==> src/rtl/pipe_skid_reg.sv <==
// Elastic pipeline-stage register with a 2-entry skid buffer, one-shot pulse field
// and a saturating backpressure counter. in_ready comes straight from a register.
module pipe_skid_reg #(
    parameter int DATA_W  = 128,
    parameter int CTRL_W  = 8,
    parameter int PULSE_W = 1,
    parameter int CNT_W   = 16
) (
    input  logic               clk,
    input  logic               rst,
    input  logic               flush,
    input  logic               in_valid,
    output logic               in_ready,
    input  logic [CTRL_W-1:0]  in_ctrl,
    input  logic [DATA_W-1:0]  in_data,
    input  logic [PULSE_W-1:0] in_pulse,
    output logic               out_valid,
    input  logic               out_ready,
    output logic [CTRL_W-1:0]  out_ctrl,
    output logic [DATA_W-1:0]  out_data,
    output logic [PULSE_W-1:0] out_pulse,
    output logic [1:0]         occupancy,
    output logic [CNT_W-1:0]   bp_count
);

    logic               main_valid_reg, main_valid_next;
    logic [CTRL_W-1:0]  main_ctrl_reg, main_ctrl_next;
    logic [DATA_W-1:0]  main_data_reg, main_data_next;
    logic [PULSE_W-1:0] main_pulse_reg, main_pulse_next;
    logic               skid_valid_reg, skid_valid_next;
    logic [CTRL_W-1:0]  skid_ctrl_reg, skid_ctrl_next;
    logic [DATA_W-1:0]  skid_data_reg, skid_data_next;
    logic [PULSE_W-1:0] skid_pulse_reg, skid_pulse_next;
    logic [CNT_W-1:0]   bp_count_reg, bp_count_next;

    logic acc;
    logic drn;

    assign in_ready = !skid_valid_reg;
    assign acc      = in_valid && in_ready;
    assign drn      = main_valid_reg && out_ready;

    always_comb begin
        main_valid_next = main_valid_reg;
        main_ctrl_next  = main_ctrl_reg;
        main_data_next  = main_data_reg;
        main_pulse_next = main_pulse_reg;
        skid_valid_next = skid_valid_reg;
        skid_ctrl_next  = skid_ctrl_reg;
        skid_data_next  = skid_data_reg;
        skid_pulse_next = skid_pulse_reg;

        // A beat that survives a cycle in main has already shown its pulse.
        if (main_valid_reg && !drn) begin
            main_pulse_next = '0;
        end

        if (flush) begin
            main_valid_next = 1'b0;
            main_ctrl_next  = '0;
            main_data_next  = '0;
            main_pulse_next = '0;
            skid_valid_next = 1'b0;
            skid_ctrl_next  = '0;
            skid_data_next  = '0;
            skid_pulse_next = '0;
        end else if (skid_valid_reg) begin
            if (drn) begin
                main_ctrl_next  = skid_ctrl_reg;
                main_data_next  = skid_data_reg;
                main_pulse_next = skid_pulse_reg;
                skid_valid_next = 1'b0;
                skid_ctrl_next  = '0;
                skid_pulse_next = '0;
            end
        end else if (main_valid_reg) begin
            if (acc && drn) begin
                main_ctrl_next  = in_ctrl;
                main_data_next  = in_data;
                main_pulse_next = in_pulse;
            end else if (acc) begin
                skid_valid_next = 1'b1;
                skid_ctrl_next  = in_ctrl;
                skid_data_next  = in_data;
                skid_pulse_next = in_pulse;
            end else if (drn) begin
                // Bubble: ctrl and pulse go to zero, data keeps its last value.
                main_valid_next = 1'b0;
                main_ctrl_next  = '0;
                main_pulse_next = '0;
            end
        end else if (acc) begin
            main_valid_next = 1'b1;
            main_ctrl_next  = in_ctrl;
            main_data_next  = in_data;
            main_pulse_next = in_pulse;
        end
    end

    always_comb begin
        bp_count_next = bp_count_reg;
        if (main_valid_reg && !out_ready && (bp_count_reg != {CNT_W{1'b1}})) begin
            bp_count_next = bp_count_reg + {{(CNT_W-1){1'b0}}, 1'b1};
        end
    end

    always_ff @(posedge clk or posedge rst) begin
        if (rst) begin
            main_valid_reg <= 1'b0;
            main_ctrl_reg  <= '0;
            main_data_reg  <= '0;
            main_pulse_reg <= '0;
            skid_valid_reg <= 1'b0;
            skid_ctrl_reg  <= '0;
            skid_data_reg  <= '0;
            skid_pulse_reg <= '0;
            bp_count_reg   <= '0;
        end else begin
            main_valid_reg <= main_valid_next;
            main_ctrl_reg  <= main_ctrl_next;
            main_data_reg  <= main_data_next;
            main_pulse_reg <= main_pulse_next;
            skid_valid_reg <= skid_valid_next;
            skid_ctrl_reg  <= skid_ctrl_next;
            skid_data_reg  <= skid_data_next;
            skid_pulse_reg <= skid_pulse_next;
            bp_count_reg   <= bp_count_next;
        end
    end

    assign out_valid = main_valid_reg;
    assign out_ctrl  = main_ctrl_reg;
    assign out_data  = main_data_reg;
    assign out_pulse = main_pulse_reg;
    assign occupancy = {1'b0, main_valid_reg} + {1'b0, skid_valid_reg};
    assign bp_count  = bp_count_reg;

endmodule

==> config.mk <==
export PLATFORM = sky130hd
export DESIGN_NAME = pipe_skid_reg
export DESIGN_NICKNAME = d
export VERILOG_FILES = /design/src/rtl/pipe_skid_reg.sv
export SDC_FILE = /design/constraint.sdc
export NUM_CORES = 1
export LEC_CHECK = 0
export ABC_AREA = 1
export CORE_MARGIN = 1.5
export CORE_UTILIZATION = 37
export DETAILED_ROUTE_END_ITERATION = 10
export GPL_ROUTABILITY_DRIVEN = 0
export SYNTH_ARGS = -nofsm -noshare
export SYNTH_HDL_FRONTEND = slang
export SYNTH_SLANG_ARGS = --single-unit
export TNS_END_PERCENT = 20
==> constraint.sdc <==
create_clock -name clk -period 9.85 [get_ports clk]
set_input_delay 2.4625 -clock clk [delete_from_list [all_inputs] [get_ports clk]]
set_output_delay 2.4625 -clock clk [all_outputs]
set_load 0.05 [all_outputs]
== After elaboration in Yosys (flattened, before gate mapping) ==
Index checks and enable logic that the tools add are counted.
Storage, ports and cells
  register bits after elaboration: 292
  output and inout port bits: 157
  word-level logic and storage cells: 85
Cells by class
  add/sub/neg operators: 2
  equal/unequal tests: 7
  muxes and demuxes: 48
  reduce and logical (&&, ||, !) cells: 19
Operators with widths (count)
  2-to-1 mux 128 bit: 10
  2-to-1 mux 8 bit: 12
  2-to-1 mux 1 bit: 26
  adder 16 x 1 -> 16 bit, second input constant: 1
  inequality test 16 bit, second input constant: 1
  AND reduction 4 bit: 3
  nonzero test 4 bit: 2
  logical AND 1 bit: 6
  nonzero test 3 bit: 2
  inequality test 5 x 4 -> 1 bit, second input constant: 1
  inequality test 2 bit, second input constant: 2
  inequality test 4 x 2 -> 1 bit, second input constant: 1
  nonzero test 2 bit: 2
  zero test 1 bit: 3
  inequality test 3 x 2 -> 1 bit, second input constant: 1
  inequality test 3 bit, second input constant: 1
  AND reduction 3 bit: 1
  adder 1 x 1 -> 2 bit: 1

== Longest topological paths before layout ==
  word-level depth: 10
  gate-level depth with buffers: 9
  gate-level depth less buffers: 8

== Least setup slack after synthesis ==
No wires, ideal clock.
  path kind: register to output
  start point: register main_valid_reg (netlist: out_valid)
  end point: output occupancy[0]
  arrival time: 1248 ps
  slack: 6140 ps
  stages on the path, launching flop included: 2
  path buffers: 0
  cell sequence: dfrtp_1 > ha_1
On the way
  cells in the longest elaborated chain, start to end: 1
RTL lines
  start: declaration: RTL line 26  | logic main_valid_reg, main_valid_next;
  start signal: assignment: RTL line 119  | main_valid_reg <= main_valid_next;
  adder 1 x 1 -> 2 bit: RTL line 135  | assign occupancy = {1'b0, main_valid_reg} + {1'b0, skid_valid_reg};
  end: declaration: RTL line 22  | output logic [1:0] occupancy,
Every way passes these cells.

== Worst setup path in the final report ==
  start point: input flush
  end point: register main_data_reg[116] (netlist: out_data[116])
On the way
  cells in the longest elaborated chain, start to end: 2
  elaborated cells between the ends (all ways): 5
RTL lines
  start: declaration: RTL line 11  | input logic flush,
  inequality test 4 x 2 -> 1 bit (no source line) (tied with other cells)
  AND reduction 3 bit (no source line)
  end signal: assignment: RTL line 121  | main_data_reg <= main_data_next;
  end: declaration: RTL line 28  | logic [DATA_W-1:0] main_data_reg, main_data_next;
Parallel ways exist; a longest one is shown, timed or not.
A chain may end at the register's enable or synchronous reset.

==> summary.txt <==
outcome: complete, no violations
most frequent cells in the layout: inv_1 (368), clkdlybuf4s50_1 (298), nand2_1 (295)
Synth Warn #: 0
area grow syn2layout: 33.4%
Initial DRC Count: 619
post-synthesis compound-gate area fraction: 18.4%
Area contributors post-synth: dfrtp_1 (56%), inv_1 (11%), o22ai_1 (11%)
cts hold-fix bufs: 0
CTS tree: done
residual DRC count: 0
Total Nets Final: 1921
post-DR wirelength/cell: 15.4 um
Fin. Hold Viols: 0
largest net degree at the start of global routing: 101
Worst Path Required: 10.18 ns
period utilization: 50.4%
Max clock buf depth: 3
Top Family by Delay on Critical Path: buffers and inverters
Post-Synth Simple-Gate Area: 10.3%
Leak Pwr: 0.00779 uW
CTS Root Cell: clkbuf_16
Hold/Removal Path Class: register to register
Unique masters post-synth: 22
setup bufs post-CTS: 0
post-synthesis mux area share: 0%
dpl cell area: 0.0162 sq mm
largest family of logic cells by synthesized area: compound AO/OA/AOI/OAI gates
Worst VDD drop: 112 uV
Max stage delay on crit path: 0.82 ns
crit-path max FO: 100
Final Core Density: 50.0%
DR vias/cell: 4.82
clock slew at the register clock pins of the worst setup and hold paths: 0.06 ns
chip height: 190 um
mapped cell area: 0.0130 sq mm
Rel. slew slack: 21.1%
TritonCTS Sinks: 292
Slew Limit Fails: 0
Least-Margin Pin Slew: 1.18 ns
Worst Path Arrival: 5.30 ns
Port Buffer Count: 298
XOR/XNOR share of the synthesized area: 0.270%
vias in the first global route: 10700
register area share after synthesis: 56.4%
Slowest cell on crit path: buf_4
Synth Instances: 1518
first-pass GRT wire length: 56600 um
initial antenna violation count: 3
Final Cell Area: 0.0173 sq mm
CTS Buf Count: 34
critical path type: input port to register
Post-Synth Adder-Cell Area: 0.193%
cell row count: 68
Pwr Density: 200 mW/mm^2
Seq cells post-synth: 292
All-Layer GR Usage: 19.3%
worst skew pair latency: 0.50 ns
antenna viol nets, final: 0
H-tree lvl count: 2
core area: 0.0345 sq mm
dpl cells: 2196
Horiz. Die Dim: 190 um
Initial Util: 37.5%
Critical Path Sink Type: register
Routed WL: 34800 um
Post-Layout Cell Count: 2253
syn nets: 1662
Post-CTS Resized: 0
cells along the critical path: clkdlybuf4s50_1, nor2_4, buf_4, nand3_1, nand2_1, a21oi_4, buf_4, o21ai_0
total iterations of the first detailed-routing run: 5
min Tclk post-route: 4.97 ns
Setup Viol. Count Final: 0
RSZ-0062 raised after global routing: false
max cap viols: 0
Overflow after GRT: 0
largest area contributor in the netlist: dfrtp_1
most common cell after layout, fill and taps aside: inv_1
Buffers & Inverters on Critical Path: 3
dpl hpwl: 21800 um
Post-Syn Area per Cell: 8.53 sq um
maximum clock rate: 201 MHz
full die area: 0.0361 sq mm
# IOs: 299
via count: 10900
total power: 3450 uW
final clock skew: 0.0126 ns
Worst setup SP type: input port
share of cells above drive strength 1: 4.34%
Worst path most repeated cell: buf_4
total negative slack: 0 ns
post-synth top area share: 56.4%
==> worst register-to-register path, stage by stage, from the launching register on <==
cell,delay (ns)
dfrtp_1,0.49
nand2_1,0.17
inv_1,0.22
nand2_1,0.08
buf_4,0.27
nand2_4,0.59
buf_4,0.75
o22ai_1,0.22
==> cell families (layout without fill, tap and decap cells) <==
family / count (synthesis) / in the layout
compound gates: 418 / 418
xor+xnor: 4 / 4
fa+ha+maj: 2 / 2
buf+inv: 461 / 740
flops: 292 / 292
other cells: 0 / 1
simple gates: 341 / 341
==> worst paths after layout <==
kind	startpoint	to	slack, ns	depth (start not counted)
worst max-delay path	flush	out_data[116]$_DFFE_PP0P_	4.88	8
worst max register to register	out_valid$_DFFE_PP0P_	skid_data_reg[19]$_DFFE_PP0P_	6.89	7
min in group asynchronous	rst	skid_data_reg[43]$_DFFE_PP0P_	2.44	2
worst min-delay path	skid_ctrl_reg[0]$_DFFE_PP0P_	skid_ctrl_reg[0]$_DFFE_PP0P_	0.49	2
worst min register to register	skid_ctrl_reg[0]$_DFFE_PP0P_	skid_ctrl_reg[0]$_DFFE_PP0P_	0.49	2
max in group asynchronous	rst	out_data[92]$_DFFE_PP0P_	5.64	4
==> Yosys cell counts <==
library cell and number:
inv_1 369, nand2_1 296, dfrtp_1 292, o22ai_1 219, o21ai_0 108, o21ai_1 89
buf_2 63, nor2_1 19, clkbuf_1 15, nand3_1 14, buf_6 6, nand4_1 6
buf_4 5, inv_2 3, nor2_2 3, ha_1 2, nand2_2 2, xnor2_1 2
xor2_1 2, a21boi_0 1, a21oi_4 1, nor2_4 1
==> layer usage <==
layer / vias to the layer above / routed length (um) / GRT usage [%]
li1: 5360 / - / -
met1: 5135 / 16400 / 27.8
met2: 313 / 15100 / 29.0
met3: 51 / 2500 / 4.65
met4: 4 / 699 / 4.95
met5: - / 23 / 0
==> through the flow <==
step	hold WS, ns	worst slack (ns)
6_report	0.488	4.88
5_1_grt	0.528	4.66
4_1_cts	0.491	4.91
3_5_place_dp	0.470	4.40
3_3_place_gp	0.467	4.46
2_1_floorplan	0.453	3.51
==> area by class of cell <==
type                            instances  area, sq um
Antenna cell                            1         2.50
Clock inverter                          6         57.6
Multi-Input combinational cell        765         3790
Fill cell                            3267        17300
Clock buffer                           50         1050
Inverter                              372         1400
Sequential cell                       292         7310
Tap cell                              455          569
Timing Repair Buffer                  312         3090
==> power by group <==
group	internal, uW	leakage (uW)	total, uW	switching (uW)
Combinational	270	0.00332	824	554
Clock	764	0.000549	1250	487
Sequential	1300	0.00392	1370	73.5
Total	2330	0.00779	3450	1110
Note: power is estimated with default switching activity, not from simulation.
